<file path="config.mk">
export PLATFORM = sky130hd
export DESIGN_NAME = renode_axi_quiesce_ctrl
export DESIGN_NICKNAME = d
export VERILOG_FILES = /design/src/rtl/renode_quiesce_pkg.sv /design/src/rtl/axi_txn_counter.sv /design/src/rtl/renode_axi_quiesce_ctrl.sv
export SDC_FILE = /design/constraint.sdc
export NUM_CORES = 1
export LEC_CHECK = 0
export ABC_AREA = 0
export CORE_MARGIN = 2
export CORE_UTILIZATION = 30
export DETAILED_ROUTE_END_ITERATION = 10
export GPL_TIMING_DRIVEN = 0
export SLEW_MARGIN = 0
export SYNTH_ARGS = -nofsm -noshare
export SYNTH_HDL_FRONTEND = slang
export SYNTH_SLANG_ARGS = --single-unit
</file>
<file path="constraint.sdc">
create_clock -name clk_i -period 3.05 [get_ports clk_i]
set_input_delay 0.61 -clock clk_i [delete_from_list [all_inputs] [get_ports clk_i]]
set_output_delay 0.61 -clock clk_i [all_outputs]
set_load 0.05 [all_outputs]
</file>
<file path="src/rtl/renode_quiesce_pkg.sv">
// Package for the Renode AXI quiesce controller.
// Contents:
//   state_e    - sequencer FSM states (RUN, DRAIN, RESET, HOLD)
//   cnt_width  - width needed for a counter that must hold values 0..max_val
package renode_quiesce_pkg;

  typedef enum logic [1:0] {
    RUN   = 2'd0,
    DRAIN = 2'd1,
    RESET = 2'd2,
    HOLD  = 2'd3
  } state_e;

  function automatic int cnt_width(input int max_val);
    return (max_val < 1) ? 1 : $clog2(max_val + 1);
  endfunction

endpackage

</file>
<file path="src/rtl/axi_txn_counter.sv">
// Outstanding-transaction counter for one AXI direction of one master.
// Ports:
//   clk_i, rst_ni  - clock, asynchronous active-low reset
//   clr_i          - synchronous clear (takes priority over inc/dec)
//   inc_i          - request accepted downstream (valid & ready)
//   dec_i          - completion observed (B handshake or R last handshake)
//   cnt_o          - current outstanding count, 0..MaxTxn
//   full_o         - cnt_o == MaxTxn
//   underflow_o    - completion seen while count is 0 (and no inc this cycle)
// inc and dec in the same cycle leave the count unchanged. The count saturates
// at MaxTxn and at 0; the caller gates requests before the upper bound.
module axi_txn_counter #(
  parameter int MaxTxn = 8,
  parameter int CntW   = 4
) (
  input  logic            clk_i,
  input  logic            rst_ni,
  input  logic            clr_i,
  input  logic            inc_i,
  input  logic            dec_i,
  output logic [CntW-1:0] cnt_o,
  output logic            full_o,
  output logic            underflow_o
);

  logic [CntW-1:0] cnt_q;

  always_ff @(posedge clk_i or negedge rst_ni) begin
    if (!rst_ni) begin
      cnt_q <= '0;
    end else if (clr_i) begin
      cnt_q <= '0;
    end else if (inc_i && !dec_i && (cnt_q != CntW'(MaxTxn))) begin
      cnt_q <= cnt_q + 1'b1;
    end else if (dec_i && !inc_i && (cnt_q != '0)) begin
      cnt_q <= cnt_q - 1'b1;
    end
  end

  assign cnt_o       = cnt_q;
  assign full_o      = (cnt_q == CntW'(MaxTxn));
  assign underflow_o = dec_i && !inc_i && (cnt_q == '0);

endmodule

</file>
<file path="src/rtl/renode_axi_quiesce_ctrl.sv">
// Reset sequencer between NumMst AXI masters and the Renode memory bridge.
// On a Renode reset request it blocks new AW/AR, waits for all outstanding
// bursts to complete, puts the masters in reset and pulses rst_ack_o. When the
// request drops it keeps the masters in reset for HoldCycles, then frees them.
// Optional feature macro: RENODE_QUIESCE_TIMEOUT_EN (bounded drain, timeout_o).
// Ports:
//   clk_i, rst_ni                 - clock, asynchronous active-low reset
//   rst_req_i                     - Renode reset request (level)
//   rst_ack_o                     - one-cycle pulse on the first RESET cycle
//   core_rst_no[NumMst]           - per-master reset, active low
//   mst_/slv_ aw/ar valid/ready   - gated AW/AR request handshakes
//   b_hs_i, r_last_hs_i[NumMst]   - observed B / last-R handshakes
//   busy_o                        - some outstanding counter non-zero
//   err_o                         - sticky completion-without-request error
//   timeout_o                     - sticky drain timeout (0 without macro)
//   state_o                       - current FSM state, for debug
// Handshake rule: a request passes when valid & ready at the slave side; once
// slv_x_valid_o is high without ready it stays unblocked until accepted.
module renode_axi_quiesce_ctrl
  import renode_quiesce_pkg::*;
#(
  parameter int NumMst     = 2,
  parameter int MaxTxn     = 8,
  parameter int HoldCycles = 4,
  parameter int TimeoutCyc = 1024
) (
  input  logic              clk_i,
  input  logic              rst_ni,
  input  logic              rst_req_i,
  output logic              rst_ack_o,
  output logic [NumMst-1:0] core_rst_no,
  input  logic [NumMst-1:0] mst_aw_valid_i,
  output logic [NumMst-1:0] slv_aw_valid_o,
  input  logic [NumMst-1:0] slv_aw_ready_i,
  output logic [NumMst-1:0] mst_aw_ready_o,
  input  logic [NumMst-1:0] mst_ar_valid_i,
  output logic [NumMst-1:0] slv_ar_valid_o,
  input  logic [NumMst-1:0] slv_ar_ready_i,
  output logic [NumMst-1:0] mst_ar_ready_o,
  input  logic [NumMst-1:0] b_hs_i,
  input  logic [NumMst-1:0] r_last_hs_i,
  output logic              busy_o,
  output logic              err_o,
  output logic              timeout_o,
  output state_e            state_o
);

  localparam int CntW  = cnt_width(MaxTxn);
  localparam int HoldW = cnt_width(HoldCycles);

  state_e             state_q, state_d;
  logic [HoldW-1:0]   hold_q, hold_d;
  logic               ack_q, ack_d;
  logic               err_q;
  logic               cnt_clr;
  logic               run;
  logic               idle;

  logic [CntW-1:0]    aw_cnt [NumMst];
  logic [CntW-1:0]    ar_cnt [NumMst];
  logic [NumMst-1:0]  aw_full, ar_full, aw_uf, ar_uf;
  logic [NumMst-1:0]  aw_inc, ar_inc;
  logic [NumMst-1:0]  aw_stall_q, ar_stall_q;
  logic [NumMst-1:0]  aw_blk, ar_blk;

  // Block when not running or full, except for a request already on the bus.
  assign run    = (state_q == RUN);
  assign aw_blk = (~{NumMst{run}} | aw_full) & ~aw_stall_q;
  assign ar_blk = (~{NumMst{run}} | ar_full) & ~ar_stall_q;

  assign slv_aw_valid_o = mst_aw_valid_i & ~aw_blk;
  assign mst_aw_ready_o = slv_aw_ready_i & ~aw_blk;
  assign slv_ar_valid_o = mst_ar_valid_i & ~ar_blk;
  assign mst_ar_ready_o = slv_ar_ready_i & ~ar_blk;

  assign aw_inc = slv_aw_valid_o & slv_aw_ready_i;
  assign ar_inc = slv_ar_valid_o & slv_ar_ready_i;

  for (genvar m = 0; m < NumMst; m++) begin : g_cnt
    axi_txn_counter #(.MaxTxn(MaxTxn), .CntW(CntW)) u_aw_cnt (
      .clk_i      (clk_i),
      .rst_ni     (rst_ni),
      .clr_i      (cnt_clr),
      .inc_i      (aw_inc[m]),
      .dec_i      (b_hs_i[m]),
      .cnt_o      (aw_cnt[m]),
      .full_o     (aw_full[m]),
      .underflow_o(aw_uf[m])
    );
    axi_txn_counter #(.MaxTxn(MaxTxn), .CntW(CntW)) u_ar_cnt (
      .clk_i      (clk_i),
      .rst_ni     (rst_ni),
      .clr_i      (cnt_clr),
      .inc_i      (ar_inc[m]),
      .dec_i      (r_last_hs_i[m]),
      .cnt_o      (ar_cnt[m]),
      .full_o     (ar_full[m]),
      .underflow_o(ar_uf[m])
    );
  end

  always_comb begin
    busy_o = 1'b0;
    for (int m = 0; m < NumMst; m++) begin
      busy_o = busy_o | (aw_cnt[m] != '0) | (ar_cnt[m] != '0);
    end
  end

  // Drained: nothing outstanding and no request still being presented.
  assign idle = !busy_o && !(|slv_aw_valid_o) && !(|slv_ar_valid_o);

  always_ff @(posedge clk_i or negedge rst_ni) begin
    if (!rst_ni) begin
      aw_stall_q <= '0;
      ar_stall_q <= '0;
      err_q      <= 1'b0;
    end else begin
      aw_stall_q <= slv_aw_valid_o & ~slv_aw_ready_i;
      ar_stall_q <= slv_ar_valid_o & ~slv_ar_ready_i;
      err_q      <= err_q | (|aw_uf) | (|ar_uf);
    end
  end

`ifdef RENODE_QUIESCE_TIMEOUT_EN
  localparam int TmoW = cnt_width(TimeoutCyc);
  logic [TmoW-1:0] tmo_q, tmo_d;
  logic            timeout_q, timeout_d;
`endif

  always_comb begin
    state_d = state_q;
    hold_d  = hold_q;
    ack_d   = 1'b0;
    cnt_clr = 1'b0;
`ifdef RENODE_QUIESCE_TIMEOUT_EN
    tmo_d     = '0;
    timeout_d = timeout_q;
`endif
    unique case (state_q)
      RUN: begin
        if (rst_req_i) state_d = DRAIN;
      end
      DRAIN: begin
        if (idle) begin
          state_d = RESET;
          ack_d   = 1'b1;
        end
`ifdef RENODE_QUIESCE_TIMEOUT_EN
        else if (tmo_q == TmoW'(TimeoutCyc - 1)) begin
          // Abandon the drain: outstanding bursts are forgotten.
          state_d   = RESET;
          ack_d     = 1'b1;
          cnt_clr   = 1'b1;
          timeout_d = 1'b1;
        end else begin
          tmo_d = tmo_q + 1'b1;
        end
`endif
      end
      RESET: begin
        hold_d = '0;
        if (!rst_req_i) state_d = HOLD;
      end
      HOLD: begin
        if (rst_req_i) begin
          state_d = RESET;
          ack_d   = 1'b1;
          hold_d  = '0;
        end else if (hold_q == HoldW'(HoldCycles - 1)) begin
          state_d = RUN;
          hold_d  = '0;
        end else begin
          hold_d = hold_q + 1'b1;
        end
      end
      default: state_d = HOLD;
    endcase
  end

  always_ff @(posedge clk_i or negedge rst_ni) begin
    if (!rst_ni) begin
      state_q <= HOLD;
      hold_q  <= '0;
      ack_q   <= 1'b0;
    end else begin
      state_q <= state_d;
      hold_q  <= hold_d;
      ack_q   <= ack_d;
    end
  end

`ifdef RENODE_QUIESCE_TIMEOUT_EN
  always_ff @(posedge clk_i or negedge rst_ni) begin
    if (!rst_ni) begin
      tmo_q     <= '0;
      timeout_q <= 1'b0;
    end else begin
      tmo_q     <= tmo_d;
      timeout_q <= timeout_d;
    end
  end
  assign timeout_o = timeout_q;
`else
  assign timeout_o = 1'b0;
`endif

  // Masters run during DRAIN so accepted bursts can finish.
  assign core_rst_no = (state_q == RUN || state_q == DRAIN) ? '1 : '0;
  assign rst_ack_o   = ack_q;
  assign err_o       = err_q;
  assign state_o     = state_q;

endmodule

</file>
==> metrics.txt <==
status completed; H-tree Lvls 1; CP max stage cell clkdlybuf4s50_1; Max Clock Freq 335.3 MHz; number of flops mapped to enable cells by yosys 0; Core Region 6719 sq um; Ys Warns 0; fillcell total 660; DIE HEIGHT 86.86 um; Post-Syn Instances 197; Remaining Overflow, GRT 0; WP buf/inv 1; largest cells by area after synthesis dfrtp_1 (30%), ha_1 (5.5%), fa_1 (3.9%); RSZ-0062 raised after global routing false; std cell rows 30; CP required 2.44 ns; PD cells 621.8 nW/um^2; dominant cell type by area after synthesis dfrtp_1; top cell type's share of synthesized area 0.3038; CTS Buffer Depth 2; # port buffers 28; Worst-Margin Slew 0.5971 ns; DR DRC count 0; Critical Path AT 2.37 ns; CTS buffer count 3; Final min period 2.982 ns; ys flop type dfrtp_1; maximum VDD drop 0.1781 mV; maxcap violations 0; Vias/cell 5.281; Iter 0 DRT Violations 45; root buffer cell clkbuf_8; initial core utilization 0.3065; first-pass GRT wire length 7403 um; Slew HR 0.6019; Final Skew 0.004576 ns; final antenna diode count 0; crit path cell chain or4b_1, a21oi_2, nor2b_4, clkdlybuf4s50_1; area of the multi-input gates 1361 sq um; Yosys reg bits 27; final HPWL from detailed placement 3319 um; Crit Path Class reg -> out; worst min path class in -> async; final-report setup violation count 0; DR pass1 iterations 4; RePlAce Congestion 0.7664; CTS tree yes; drt wl/cell 13.90 um; setup TNS 0 ns; Netlist cell types 66; Worst-path clk slew 0.10 ns; drt total wl 4350 um; crit share post-route 0.9779; area of the die 7544 sq um; Sequential Area 678.2 sq um; CP delay by family, top buffers and inverters; startpoint class of the critical path register; Fin. Hold Viols 0; GRT Overall Usage 0.1207; CP Capture Type output port; vias in the first global route 1,565; Net Count, Synth 225; Largest stage delay, worst path 0.70 ns; pin count of the biggest net entering global routing 28; sequential-to-total area share from yosys stat 0.3293; Final nets 262; area grow syn2layout 24.24%; Leak 0.001053 uW; initial antenna violation count 0; I/O pin count 31; vias 1,653; clock sinks 27; post-synthesis async set-or-reset flop share 1.000; Die Width 86.86 um; remaining antenna violation count 0; syn_area_per_cell 10.45 sq um; CP Max Fanout 6; synthesized area 2059 sq um; layout cells sized above 1 0.1974; clk_lat worst skew 0.27 ns; share of the core filled with cells 0.3808; Slew Viols, Final 0
flip-flops by register name, indices dropped and copies added, names as in the netlist:
signal and count:
hold_q 3, ar_stall_q 2, err_o 1, state_o 2
rst_ack_o 1, g_cnt.u_ar_cnt.cnt_o 8, g_cnt.u_aw_cnt.cnt_o 8, aw_stall_q 2
cells by family after synthesis:
family / count (synthesis) / synth area share
mux: 10 / 0.06743
fa+ha+maj: 13 / 0.09356
xor+xnor: 11 / 0.04678
buf+inv: 13 / 0.03523
compound gates: 47 / 0.1944
simple gates: 75 / 0.2315
other cells: 1 / 0.001821
flops: 27 / 0.3293
path summary, 6_finish.rpt:
kind / endpoint / startpoint / depth (start not counted) / slack, ns
worst max-delay path: slv_ar_valid_o[1] / g_cnt[1].u_ar_cnt.cnt_o[0] / 4 / 0.07
worst min-delay path: g_cnt[1].u_ar_cnt.cnt_o[1] / rst_ni / 1 / 0.33
worst max register to register: g_cnt[0].u_aw_cnt.cnt_o[3] / g_cnt[0].u_aw_cnt.cnt_o[1] / 9 / 0.20
worst min register to register: hold_q[2] / hold_q[2] / 1 / 0.50
max in group asynchronous: g_cnt[1].u_aw_cnt.cnt_o[2] / rst_ni / 1 / 2.33
min in group clk_i: hold_q[2] / hold_q[2] / 1 / 0.50
stage by stage:
step	hold slack, ns	instance area [sq um]	setup slack [ns]	std cells	power [uW]
2_1_floorplan	0.3144	2067	0.09671	197	1182
3_3_place_gp	0.4715	2447	-0.2174	305	1332
3_5_place_dp	0.4848	2447	-0.2351	305	1355
4_1_cts	0.5074	2495	0.002063	309	1573
5_1_grt	0.3848	2559	0.003892	313	1744
6_report	0.3254	2559	0.06753	313	1591
synth_stat cells (2+ instances only):
cell type  number
or4b_4          3
o211ai_1        3
dfstp_2         2
nand2b_1        3
ha_1            9
xnor2_1         7
mux2_2          4
inv_1           7
xor2_1          4
a21o_1          2
buf_4           2
or3_1           3
o21a_1          2
nand3_1         8
o21bai_1        2
buf_6           2
and3_1          2
a21oi_1        10
and2_1          6
a2bb2oi_1       2
dfrtp_1        25
nor2b_1         9
a31oi_1         2
nand4_1         2
o2bb2ai_1       3
nor3b_1         3
nand2_1         7
o21ai_0         3
o211a_1         3
nor4_1          3
nor4b_1         2
nor3_1          4
nor2_1          9
fa_1            4
a211o_1         2
mux2i_1         3
worst reg2reg max path, cell delays in order (launching register included):
cell and delay (ns):
dfrtp_1 0.49, or4b_4 0.61, a31oi_2 0.29, inv_1 0.10, nand3_1 0.16, ha_1 0.20
nand3_1 0.12, and2_1 0.18, or4_1 0.46, o211a_1 0.12
cell type report:
class | instances | area share
plain buffers | 6 | 0.01809
inverters | 7 | 0.01027
multi-input cells | 157 | 0.5320
flip-flops and latches | 27 | 0.2650
well taps | 80 | 0.03912
repair buffers | 32 | 0.1178
clock buffers | 4 | 0.01760
power by group:
group / switching, uW / internal, uW
logic: 309 / 390
clock network: 117 / 93.8
registers: 212 / 469
routing by layer:
layer,part of all wire,up-vias,GRT usage
met2,0.47,22,0.1915
met3,0.028,5,0.01422
met5,0,-,0
li1,-,818,-
met4,0.015,0,0.04261
met1,0.49,808,0.1694
what timing repair did:
| item | in CTS | in global routing |
|---|---|---|
| pin swaps | 1 | 0 |
| setup endpoints to repair | 5 | 6 |
| setup buffers | 0 | 4 |
| hold buffers | 0 | 0 |
| endpoints found under the hold margin | 0 | 0 |
| gates resized for setup | 4 | 8 |
cell usage in the layout (no fill, tap or decap), types with 6 or more instances in the layout:
cell type        synthesis  final
a21oi_1                 10      7
buf_4                    2      6
nor2b_1                  9      8
ha_1                     9      9
inv_1                    7      7
clkdlybuf4s50_1          0     24
nor2_1                   9      9
xnor2_1                  7      7
nand2_1                  7      7
and2_1                   6      6
dfrtp_1                 25     25
nand3_1                  8      8
No activity file was read; power rests on OpenSTA's default activity.
